## src/rtl/mem_bist_pkg.sv

```systemverilog
// mem_bist_pkg: shared types and constants for the memory BIST block.
//   state_t     - March test state machine encoding
//   dir_t       - address stepping direction of a phase
//   pat_sel_t   - which background a cycle writes or expects (P or ~P)
//   DEFAULT_PATTERN - default background pattern P
// Helper functions map a state to its direction, pattern and access kind,
// so the FSM and the datapath share one table of March phase properties.
package mem_bist_pkg;

  typedef enum logic [2:0] {
    S_IDLE    = 3'd0,
    S_W0      = 3'd1,
    S_R0W1_RD = 3'd2,
    S_R0W1_WR = 3'd3,
    S_R1W0_RD = 3'd4,
    S_R1W0_WR = 3'd5,
    S_R0_RD   = 3'd6,
    S_DONE    = 3'd7
  } state_t;

  typedef enum logic {
    DIR_UP = 1'b0,
    DIR_DN = 1'b1
  } dir_t;

  typedef enum logic {
    PAT_TRUE = 1'b0,  // background P
    PAT_INV  = 1'b1   // complement ~P
  } pat_sel_t;

  localparam logic [7:0] DEFAULT_PATTERN = 8'h55;
  localparam int         ERR_W           = 8;
  localparam logic [ERR_W-1:0] ERR_MAX   = '1;

  // Only the R1W0 element walks downwards.
  function automatic dir_t state_dir(input state_t s);
    return ((s == S_R1W0_RD) || (s == S_R1W0_WR)) ? DIR_DN : DIR_UP;
  endfunction

  // R0W1 writes ~P and R1W0 expects ~P; every other access uses P.
  function automatic pat_sel_t state_pat(input state_t s);
    return ((s == S_R0W1_WR) || (s == S_R1W0_RD)) ? PAT_INV : PAT_TRUE;
  endfunction

  function automatic logic is_write(input state_t s);
    return (s == S_W0) || (s == S_R0W1_WR) || (s == S_R1W0_WR);
  endfunction

  function automatic logic is_read(input state_t s);
    return (s == S_R0W1_RD) || (s == S_R1W0_RD) || (s == S_R0_RD);
  endfunction

endpackage

```

## src/rtl/mem_bist_if.sv

```systemverilog
// mem_bist_if: the processor-side data memory port (rw_addr / r / w / w_en).
//   master - the initiator (mips core or mem_bist): drives address, write
//            data and write enable, receives combinational read data.
//   slave  - the memory: returns r for rw_addr in the same cycle and
//            writes w at the rising edge while w_en is high.
interface mem_bist_if #(
  parameter int ADDR_W = 8,
  parameter int DATA_W = 8
);
  logic [ADDR_W-1:0] rw_addr;
  logic [DATA_W-1:0] r;
  logic [DATA_W-1:0] w;
  logic              w_en;

  modport master (
    output rw_addr,
    output w,
    output w_en,
    input  r
  );

  modport slave (
    input  rw_addr,
    input  w,
    input  w_en,
    output r
  );
endinterface

```

## src/rtl/mem_bist_addr_gen.sv

```systemverilog
// mem_bist_addr_gen: loadable up/down address counter for the March walk.
//   clk, rst   - clock, asynchronous active-high reset
//   load       - load load_val (has priority over step)
//   load_val   - start address of the next phase
//   step       - advance one address in direction dir
//   dir        - DIR_UP increments, DIR_DN decrements
//   limit      - last address of the current phase
//   addr       - current address (registered)
//   at_end     - addr equals limit
// The end of a phase is found by equality, and a step requested at the
// limit is dropped, so 0xFF never rolls to 0x00 nor 0x00 to 0xFF.
module mem_bist_addr_gen
  import mem_bist_pkg::*;
#(
  parameter int ADDR_W = 8
) (
  input  logic              clk,
  input  logic              rst,
  input  logic              load,
  input  logic [ADDR_W-1:0] load_val,
  input  logic              step,
  input  dir_t              dir,
  input  logic [ADDR_W-1:0] limit,
  output logic [ADDR_W-1:0] addr,
  output logic              at_end
);

  logic [ADDR_W-1:0] addr_q, addr_d;

  assign at_end = (addr_q == limit);
  assign addr   = addr_q;

  // NOTE: every combinational output gets a default before any branch;
  // a path that leaves one unassigned would infer a latch.
  always_comb begin
    addr_d = addr_q;
    if (load) begin
      addr_d = load_val;
    end else if (step && !at_end) begin
      addr_d = (dir == DIR_UP) ? addr_q + ADDR_W'(1) : addr_q - ADDR_W'(1);
    end
  end

  // NOTE: state registers use non-blocking assignments only, so every flop
  // samples the pre-edge value of its inputs regardless of block order.
  always_ff @(posedge clk or posedge rst) begin
    if (rst) begin
      addr_q <= '0;
    end else begin
      addr_q <= addr_d;
    end
  end

endmodule

```

## src/rtl/mem_bist.sv

```systemverilog
// mem_bist: March test initiator for the 8-bit external data memory port.
// Sequence: W0(up, write P), R0W1(up, read P / write ~P),
//           R1W0(down, read ~P / write P), R0(up, read P).
//   clk, rst        - clock, asynchronous active-high reset
//   start           - begin a test; sampled only in IDLE
//   base_addr       - first address of the window, sampled with start
//   last_addr       - last address of the window (inclusive), sampled with start
//   mem             - memory port (rw_addr, r, w, w_en), master side
//   busy            - test in progress
//   done            - one-cycle pulse when the test completes
//   pass            - no mismatch seen; valid from done until next start
//   err_count       - read mismatches, saturating at 255
//   first_err_addr  - address of the first mismatch, 0 if none
// All outputs are registers. The memory port registers are loaded from the
// next state, so an access appears in the cycle the FSM is in that state.
module mem_bist
  import mem_bist_pkg::*;
#(
  parameter int                ADDR_W  = 8,
  parameter int                DATA_W  = 8,
  parameter logic [DATA_W-1:0] PATTERN = DATA_W'(DEFAULT_PATTERN)
) (
  input  logic              clk,
  input  logic              rst,
  input  logic              start,
  input  logic [ADDR_W-1:0] base_addr,
  input  logic [ADDR_W-1:0] last_addr,
  mem_bist_if.master        mem,
  output logic              busy,
  output logic              done,
  output logic              pass,
  output logic [ERR_W-1:0]  err_count,
  output logic [ADDR_W-1:0] first_err_addr
);

  function automatic logic [DATA_W-1:0] pat_value(input pat_sel_t sel);
    return (sel == PAT_INV) ? ~PATTERN : PATTERN;
  endfunction

  state_t            state_q, state_d;
  logic [ADDR_W-1:0] base_q, base_d;
  logic [ADDR_W-1:0] last_q, last_d;
  logic [DATA_W-1:0] w_q, w_d;
  logic              w_en_q, w_en_d;
  logic              busy_q, busy_d;
  logic              done_q, done_d;
  logic              pass_q, pass_d;
  logic [ERR_W-1:0]  err_count_q, err_count_d;
  logic [ADDR_W-1:0] first_err_q, first_err_d;

  logic              start_acc;
  logic              ag_load;
  logic [ADDR_W-1:0] ag_load_val;
  logic              ag_step;
  dir_t              ag_dir;
  logic [ADDR_W-1:0] ag_limit;
  logic [ADDR_W-1:0] addr;
  logic              at_end;
  logic [DATA_W-1:0] exp_data;
  logic              mismatch;

  // Descending phases stop at the base, ascending ones at the last address.
  assign ag_dir   = state_dir(state_q);
  assign ag_limit = (ag_dir == DIR_DN) ? base_q : last_q;

  mem_bist_addr_gen #(
    .ADDR_W (ADDR_W)
  ) u_addr_gen (
    .clk      (clk),
    .rst      (rst),
    .load     (ag_load),
    .load_val (ag_load_val),
    .step     (ag_step),
    .dir      (ag_dir),
    .limit    (ag_limit),
    .addr     (addr),
    .at_end   (at_end)
  );

  // Next-state logic and address counter control.
  always_comb begin
    state_d     = state_q;
    base_d      = base_q;
    last_d      = last_q;
    start_acc   = 1'b0;
    ag_load     = 1'b0;
    ag_load_val = base_q;
    ag_step     = 1'b0;

    unique case (state_q)
      S_IDLE: begin
        if (start) begin
          start_acc = 1'b1;
          base_d    = base_addr;
          last_d    = last_addr;
          if (base_addr > last_addr) begin
            // Empty window: report a clean pass without touching memory.
            state_d = S_DONE;
          end else begin
            state_d     = S_W0;
            ag_load     = 1'b1;
            ag_load_val = base_addr;
          end
        end
      end
      S_W0: begin
        if (at_end) begin
          state_d     = S_R0W1_RD;
          ag_load     = 1'b1;
          ag_load_val = base_q;
        end else begin
          ag_step = 1'b1;
        end
      end
      S_R0W1_RD: state_d = S_R0W1_WR;
      S_R0W1_WR: begin
        if (at_end) begin
          state_d     = S_R1W0_RD;
          ag_load     = 1'b1;
          ag_load_val = last_q;
        end else begin
          state_d = S_R0W1_RD;
          ag_step = 1'b1;
        end
      end
      S_R1W0_RD: state_d = S_R1W0_WR;
      S_R1W0_WR: begin
        if (at_end) begin
          state_d     = S_R0_RD;
          ag_load     = 1'b1;
          ag_load_val = base_q;
        end else begin
          state_d = S_R1W0_RD;
          ag_step = 1'b1;
        end
      end
      S_R0_RD: begin
        if (at_end) begin
          state_d = S_DONE;
        end else begin
          ag_step = 1'b1;
        end
      end
      // start is deliberately not looked at here; it is seen again in IDLE.
      S_DONE:  state_d = S_IDLE;
      default: state_d = S_IDLE;
    endcase
  end

  // Comparator, result registers and memory port outputs.
  assign exp_data = pat_value(state_pat(state_q));
  assign mismatch = is_read(state_q) && (mem.r != exp_data);

  always_comb begin
    err_count_d = err_count_q;
    first_err_d = first_err_q;
    pass_d      = pass_q;

    if (start_acc) begin
      err_count_d = '0;
      first_err_d = '0;
      pass_d      = 1'b0;
    end else if (mismatch) begin
      if (err_count_q != ERR_MAX) begin
        err_count_d = err_count_q + ERR_W'(1);
      end
      // A zero count means this is the first mismatch since start.
      if (err_count_q == '0) begin
        first_err_d = addr;
      end
    end

    // Uses err_count_d so the final R0 read is included in the verdict.
    if (state_d == S_DONE) begin
      pass_d = (err_count_d == '0);
    end

    w_en_d = is_write(state_d);
    w_d    = is_write(state_d) ? pat_value(state_pat(state_d)) : w_q;
    done_d = (state_d == S_DONE);
    busy_d = (state_d != S_IDLE) && (state_d != S_DONE);
  end

  // NOTE: the asynchronous reset clears w_en at once, so a reset mid-run
  // can never leave a write pending on the memory.
  always_ff @(posedge clk or posedge rst) begin
    if (rst) begin
      state_q     <= S_IDLE;
      base_q      <= '0;
      last_q      <= '0;
      w_q         <= '0;
      w_en_q      <= 1'b0;
      busy_q      <= 1'b0;
      done_q      <= 1'b0;
      pass_q      <= 1'b0;
      err_count_q <= '0;
      first_err_q <= '0;
    end else begin
      state_q     <= state_d;
      base_q      <= base_d;
      last_q      <= last_d;
      w_q         <= w_d;
      w_en_q      <= w_en_d;
      busy_q      <= busy_d;
      done_q      <= done_d;
      pass_q      <= pass_d;
      err_count_q <= err_count_d;
      first_err_q <= first_err_d;
    end
  end

  assign mem.rw_addr    = addr;
  assign mem.w          = w_q;
  assign mem.w_en       = w_en_q;
  assign busy           = busy_q;
  assign done           = done_q;
  assign pass           = pass_q;
  assign err_count      = err_count_q;
  assign first_err_addr = first_err_q;

endmodule

```

## src/flat_wrapper.sv

```systemverilog
// flat-port wrapper written by rule: the top's interface ports become plain ports
module mem_bist_flat import mem_bist_pkg::*;
#(
  parameter int                ADDR_W  = 8,
  parameter int                DATA_W  = 8,
  parameter logic [DATA_W-1:0] PATTERN = DATA_W'(DEFAULT_PATTERN)
)
  (clk, rst, start, base_addr, last_addr, busy, done, pass, err_count, first_err_addr, mem_rw_addr, mem_w, mem_w_en, mem_r);
  mem_bist_if #(.ADDR_W(ADDR_W), .DATA_W(DATA_W)) mem_i ();
  input  logic clk;
  input  logic rst;
  input  logic start;
  input  logic [ADDR_W-1:0] base_addr;
  input  logic [ADDR_W-1:0] last_addr;
  output logic busy;
  output logic done;
  output logic pass;
  output logic [ERR_W-1:0] err_count;
  output logic [ADDR_W-1:0] first_err_addr;
  output wire logic [$bits(mem_i.rw_addr)-1:0] mem_rw_addr;
  output wire logic [$bits(mem_i.w)-1:0] mem_w;
  output wire logic [$bits(mem_i.w_en)-1:0] mem_w_en;
  input wire logic [$bits(mem_i.r)-1:0] mem_r;
  assign mem_rw_addr = mem_i.rw_addr;
  assign mem_w = mem_i.w;
  assign mem_w_en = mem_i.w_en;
  assign mem_i.r = mem_r;
  mem_bist #(.ADDR_W(ADDR_W), .DATA_W(DATA_W), .PATTERN(PATTERN)) u_core (.clk(clk), .rst(rst), .start(start), .base_addr(base_addr), .last_addr(last_addr), .mem(mem_i), .busy(busy), .done(done), .pass(pass), .err_count(err_count), .first_err_addr(first_err_addr));
endmodule
```

## config.mk

```make
export PLATFORM = sky130hd
export DESIGN_NAME = mem_bist_flat
export DESIGN_NICKNAME = d
export VERILOG_FILES = /design/src/rtl/mem_bist_pkg.sv /design/src/rtl/mem_bist_if.sv /design/src/rtl/mem_bist_addr_gen.sv /design/src/rtl/mem_bist.sv /design/src/flat_wrapper.sv
export SDC_FILE = /design/constraint.sdc
export NUM_CORES = 1
export LEC_CHECK = 0
export ABC_AREA = 1
export BUFFER_PORTS_ARGS = -buffer_cell sky130_fd_sc_hd__clkbuf_2
export CORE_ASPECT_RATIO = 2
export CORE_UTILIZATION = 34
export DETAILED_ROUTE_END_ITERATION = 16
export HOLD_SLACK_MARGIN = 0.06
export REMOVE_ABC_BUFFERS = 1
export SYNTH_ARGS = -nofsm -noshare
export SYNTH_HDL_FRONTEND = slang
export SYNTH_HIERARCHICAL = 1
export SYNTH_SLANG_ARGS = --single-unit
export TNS_END_PERCENT = 10
```

## constraint.sdc

```tcl
create_clock -name clk -period 2.87 [get_ports clk]
set_clock_uncertainty 0.05 [all_clocks]
set_input_delay 0.574 -clock clk [delete_from_list [all_inputs] [get_ports clk]]
set_output_delay 0.574 -clock clk [all_outputs]
set_load 0.05 [all_outputs]
```

==> flow_summary.json <==
{
  "clk_latency_ps": 290,
  "wire_per_inst_um": 12.2,
  "nFillCells": 1114,
  "startpoint_type": "register",
  "crit_path_max_fanout": 17,
  "gp_congestion": 0.832,
  "hold_path_class": "in -> async",
  "setup_viol": 0,
  "status": "finished clean",
  "drv_slew": 0,
  "synthCells": 542,
  "power_density_mw_per_mm2": 1250,
  "drv_cap": 0,
  "hpwl_mm": 7.26,
  "fmax_mhz": 398,
  "drtPass1Iterations": 4,
  "die_area_sq_mm": 0.0113,
  "ys_seq_area_share_pct": 33.3,
  "gr-total-overflow": 0,
  "syn_to_final_growth_pct": 15.3,
  "drive_gt1_share_pct": 18.4,
  "worst_pin_slew_ps": 560,
  "avgSynthCellArea_sq_um": 6.79,
  "post-route-drc-count": 0,
  "hold_violations": 0,
  "ctsHtreeMaxLevel": 2,
  "synth.distinct_cells": 35,
  "clock_path_buffers": 2,
  "timing.setup.tns_ps": 0,
  "grt_setup_unrepaired": "no",
  "fin_nets": 644,
  "cts_setup_buffers": 0,
  "p_clk_share_pct": 10.4,
  "post-route-min-period_ps": 2510,
  "p_switching_mw": 2.97,
  "rows": 53,
  "grt_pass1_wl_mm": 15.1,
  "synth_compound_area_share_pct": 12.2,
  "grt_pass1_vias": 3368,
  "port_buffers": 62,
  "yosysTopAreaCellShare_pct": 33.3,
  "core_sq_mm": 0.0105,
  "grt_max_degree": 42,
  "ir_worst_vdd_v": 0.000432,
  "drt_wl_total_mm": 8.98,
  "synth.area.top_cells": "dfrtp_1 33%, nand2_1 17%, inv_1 8.7%",
  "slew_headroom_pct": 62.7,
  "cts_tree": "yes",
  "ys_ff_latch": 49,
  "synth_largest_area_cell": "dfrtp_1",
  "cts_buffers": 5,
  "finalWorstSetupSlack_ps": 360,
  "worstPathArrival_ps": 2640,
  "end_kind": "register",
  "die_x_um": 75.6,
  "antenna_cells": 0,
  "yosys_warnings": 6,
  "drt_iter0_markers": 194,
  "synthAdderAreaFrac_pct": 5.99,
  "crit_type": "reg -> reg",
  "required_ps": 3000,
  "p_leak_nw": 2.36,
  "dr_total_vias": 3458,
  "synthSimpleGateAreaFrac_pct": 34.4,
  "drtAntennaViolNets": 0,
  "r2r_cells": 15,
  "p_sw_share_pct": 55.9,
  "seq_power_share_pct": 25.0,
  "fin_crit_sh_pct": 87.5,
  "cts_root_buffer": "clkbuf_16",
  "synth_xor_area_share_pct": 1.90,
  "clkTransAtPathRegs_ps": 60,
  "grt_usage_pct": 17.3,
  "combPwrFrac_pct": 64.6,
  "synth_area_sq_mm": 0.00368,
  "initial_core_util_pct": 34.9,
  "muxShareOfSynthArea_pct": 0,
  "intPower_mw": 2.35,
  "ios": 63,
  "pre_cts_ws_ps": 126,
  "antenna_found_initial": 0,
  "die_h_um": 149,
  "synth_top_family_by_area": "simple AND/OR/NAND/NOR gates",
  "viasPerCell": 4.70,
  "cts_sinks": 49,
  "hold_buffers": 0
}
per-stage QoR:
| step | power [mW] | instance area [sq um] | hold WS [ps] | std cells | util (%) |
|---|---|---|---|---|---|
| floorplan | 3.97 | 3570 | 340 | 524 | - |
| global route | 5.85 | 4240 | 209 | 736 | 40.2 |
| finish | 5.32 | 4240 | 179 | 736 | 40.2 |
| global placement | 4.73 | 4110 | 436 | 730 | 38.9 |
| detailed placement | 4.78 | 4110 | 439 | 730 | 38.9 |
| CTS | 5.36 | 4240 | 184 | 736 | 40.2 |
sequential cells by signal, summed over array words and instances, names as in the netlist:
name                    cells
u_core/base_q               8
u_core/err_count            8
u_core/first_err_addr       8
u_core/last_q               8
u_core/u_addr_gen/addr      8
u_core/state_q              3
u_core/mem.w                2
u_core/busy                 1
u_core/done                 1
u_core/mem.w_en             1
u_core/pass                 1
cell usage in the layout, fill, tap and decap left out, types with 2 or more instances in the layout:
cell / Yosys / layout
inv_2: 5 / 5
nand3b_1: 4 / 4
o21ai_1: 0 / 5
inv_1: 85 / 85
buf_4: 8 / 7
nor2_2: 3 / 3
clkbuf_2: 0 / 62
xnor2_1: 6 / 6
o21ai_2: 8 / 8
nand3_1: 58 / 58
nor2_1: 27 / 27
nand2_4: 3 / 4
a21oi_1: 18 / 18
nand2_2: 5 / 5
clkbuf_16: 0 / 5
dfrtp_1: 49 / 49
o21ai_0: 52 / 47
xor2_1: 2 / 2
nor2_4: 2 / 2
nand2_1: 163 / 162
nand3_2: 4 / 4
ha_1: 16 / 16
nand4_1: 2 / 2
cells by family (layout without fill, tap and decap cells):
logic type,count (synthesis),in the layout
xor+xnor,8,8
flops,49,49
compound gates,82,82
buf+inv,109,166
fa+ha+maj,17,17
simple gates,277,277
area by class of cell:
cell class                      count  area, sq um  share of cell area (%)
Sequential cell                    49         1230                    28.9
Tap cell                          137          171                    4.04
Clock inverter                      1         5.00                   0.118
Clock buffer                        5          125                    2.95
Inverter                           91          342                    8.05
Multi-Input combinational cell    384         2010                    47.4
Timing Repair Buffer               69          363                    8.55
synth_stat cells:
library cell,count
a21oi_1,18
a21oi_2,1
a31oi_1,1
buf_2,2
buf_4,8
buf_6,1
clkbuf_1,7
clkinv_1,1
dfrtp_1,49
fa_1,1
ha_1,16
inv_1,85
inv_2,5
nand2_1,163
nand2_2,5
nand2_4,3
nand3_1,58
nand3_2,4
nand3b_1,4
nand4_1,2
nand4_2,1
nand4_4,1
nor2_1,27
nor2_2,3
nor2_4,2
nor2_8,1
nor3_1,1
nor4_1,1
o21a_1,1
o21ai_0,52
o21ai_2,8
o22ai_1,1
or2_1,1
xnor2_1,6
xor2_1,2
critical path: stages (launching register included):
cell     delay (ps)
dfrtp_1         420
inv_1           190
nand2_4         150
o21ai_0         220
xnor2_1         140
nand2_1          60
nor2_1          150
nand2_2         100
inv_1           100
inv_1            80
o22ai_1         230
inv_2           180
nor2_1          130
a31oi_1          50
nand2_1          80
nand2_1          50
metal layers:
metal  global-route usage, %  wire length [um]  up-vias
met4                    6.20               165        0
li1                        -                 -     1822
met3                    1.62               222       10
met2                    34.0              5320       56
met5                       0                 0        -
met1                    17.7              3270     1570
power groups by stage:
stage,Sequential [mW],Combinational [mW],Clock [mW]
floorplan,1.97,2.00,0
finish,1.33,3.44,0.555
global route,1.38,3.88,0.588
CTS,1.33,3.45,0.580
global placement,1.34,3.39,0
detailed placement,1.34,3.44,0
final timing paths:
kind | end | from | slack, ps
worst max-delay path | u_core/u_addr_gen/addr[4] | u_core/state_q[1] | 360
worst min-delay path | u_core/u_addr_gen/addr[6] | rst | 180
worst max register to register | u_core/u_addr_gen/addr[4] | u_core/state_q[1] | 360
worst min register to register | u_core/last_q[0] | u_core/last_q[0] | 460
max in group asynchronous | u_core/base_q[4] | rst | 2010
min in group clk | u_core/last_q[0] | u_core/last_q[0] | 460
what timing repair did:
item	4_1_cts	5_1_grt
setup endpoints to repair	0	14
hold endpoints to repair	0	0
resized for setup	0	7
Power figures use the tool's default switching activity.
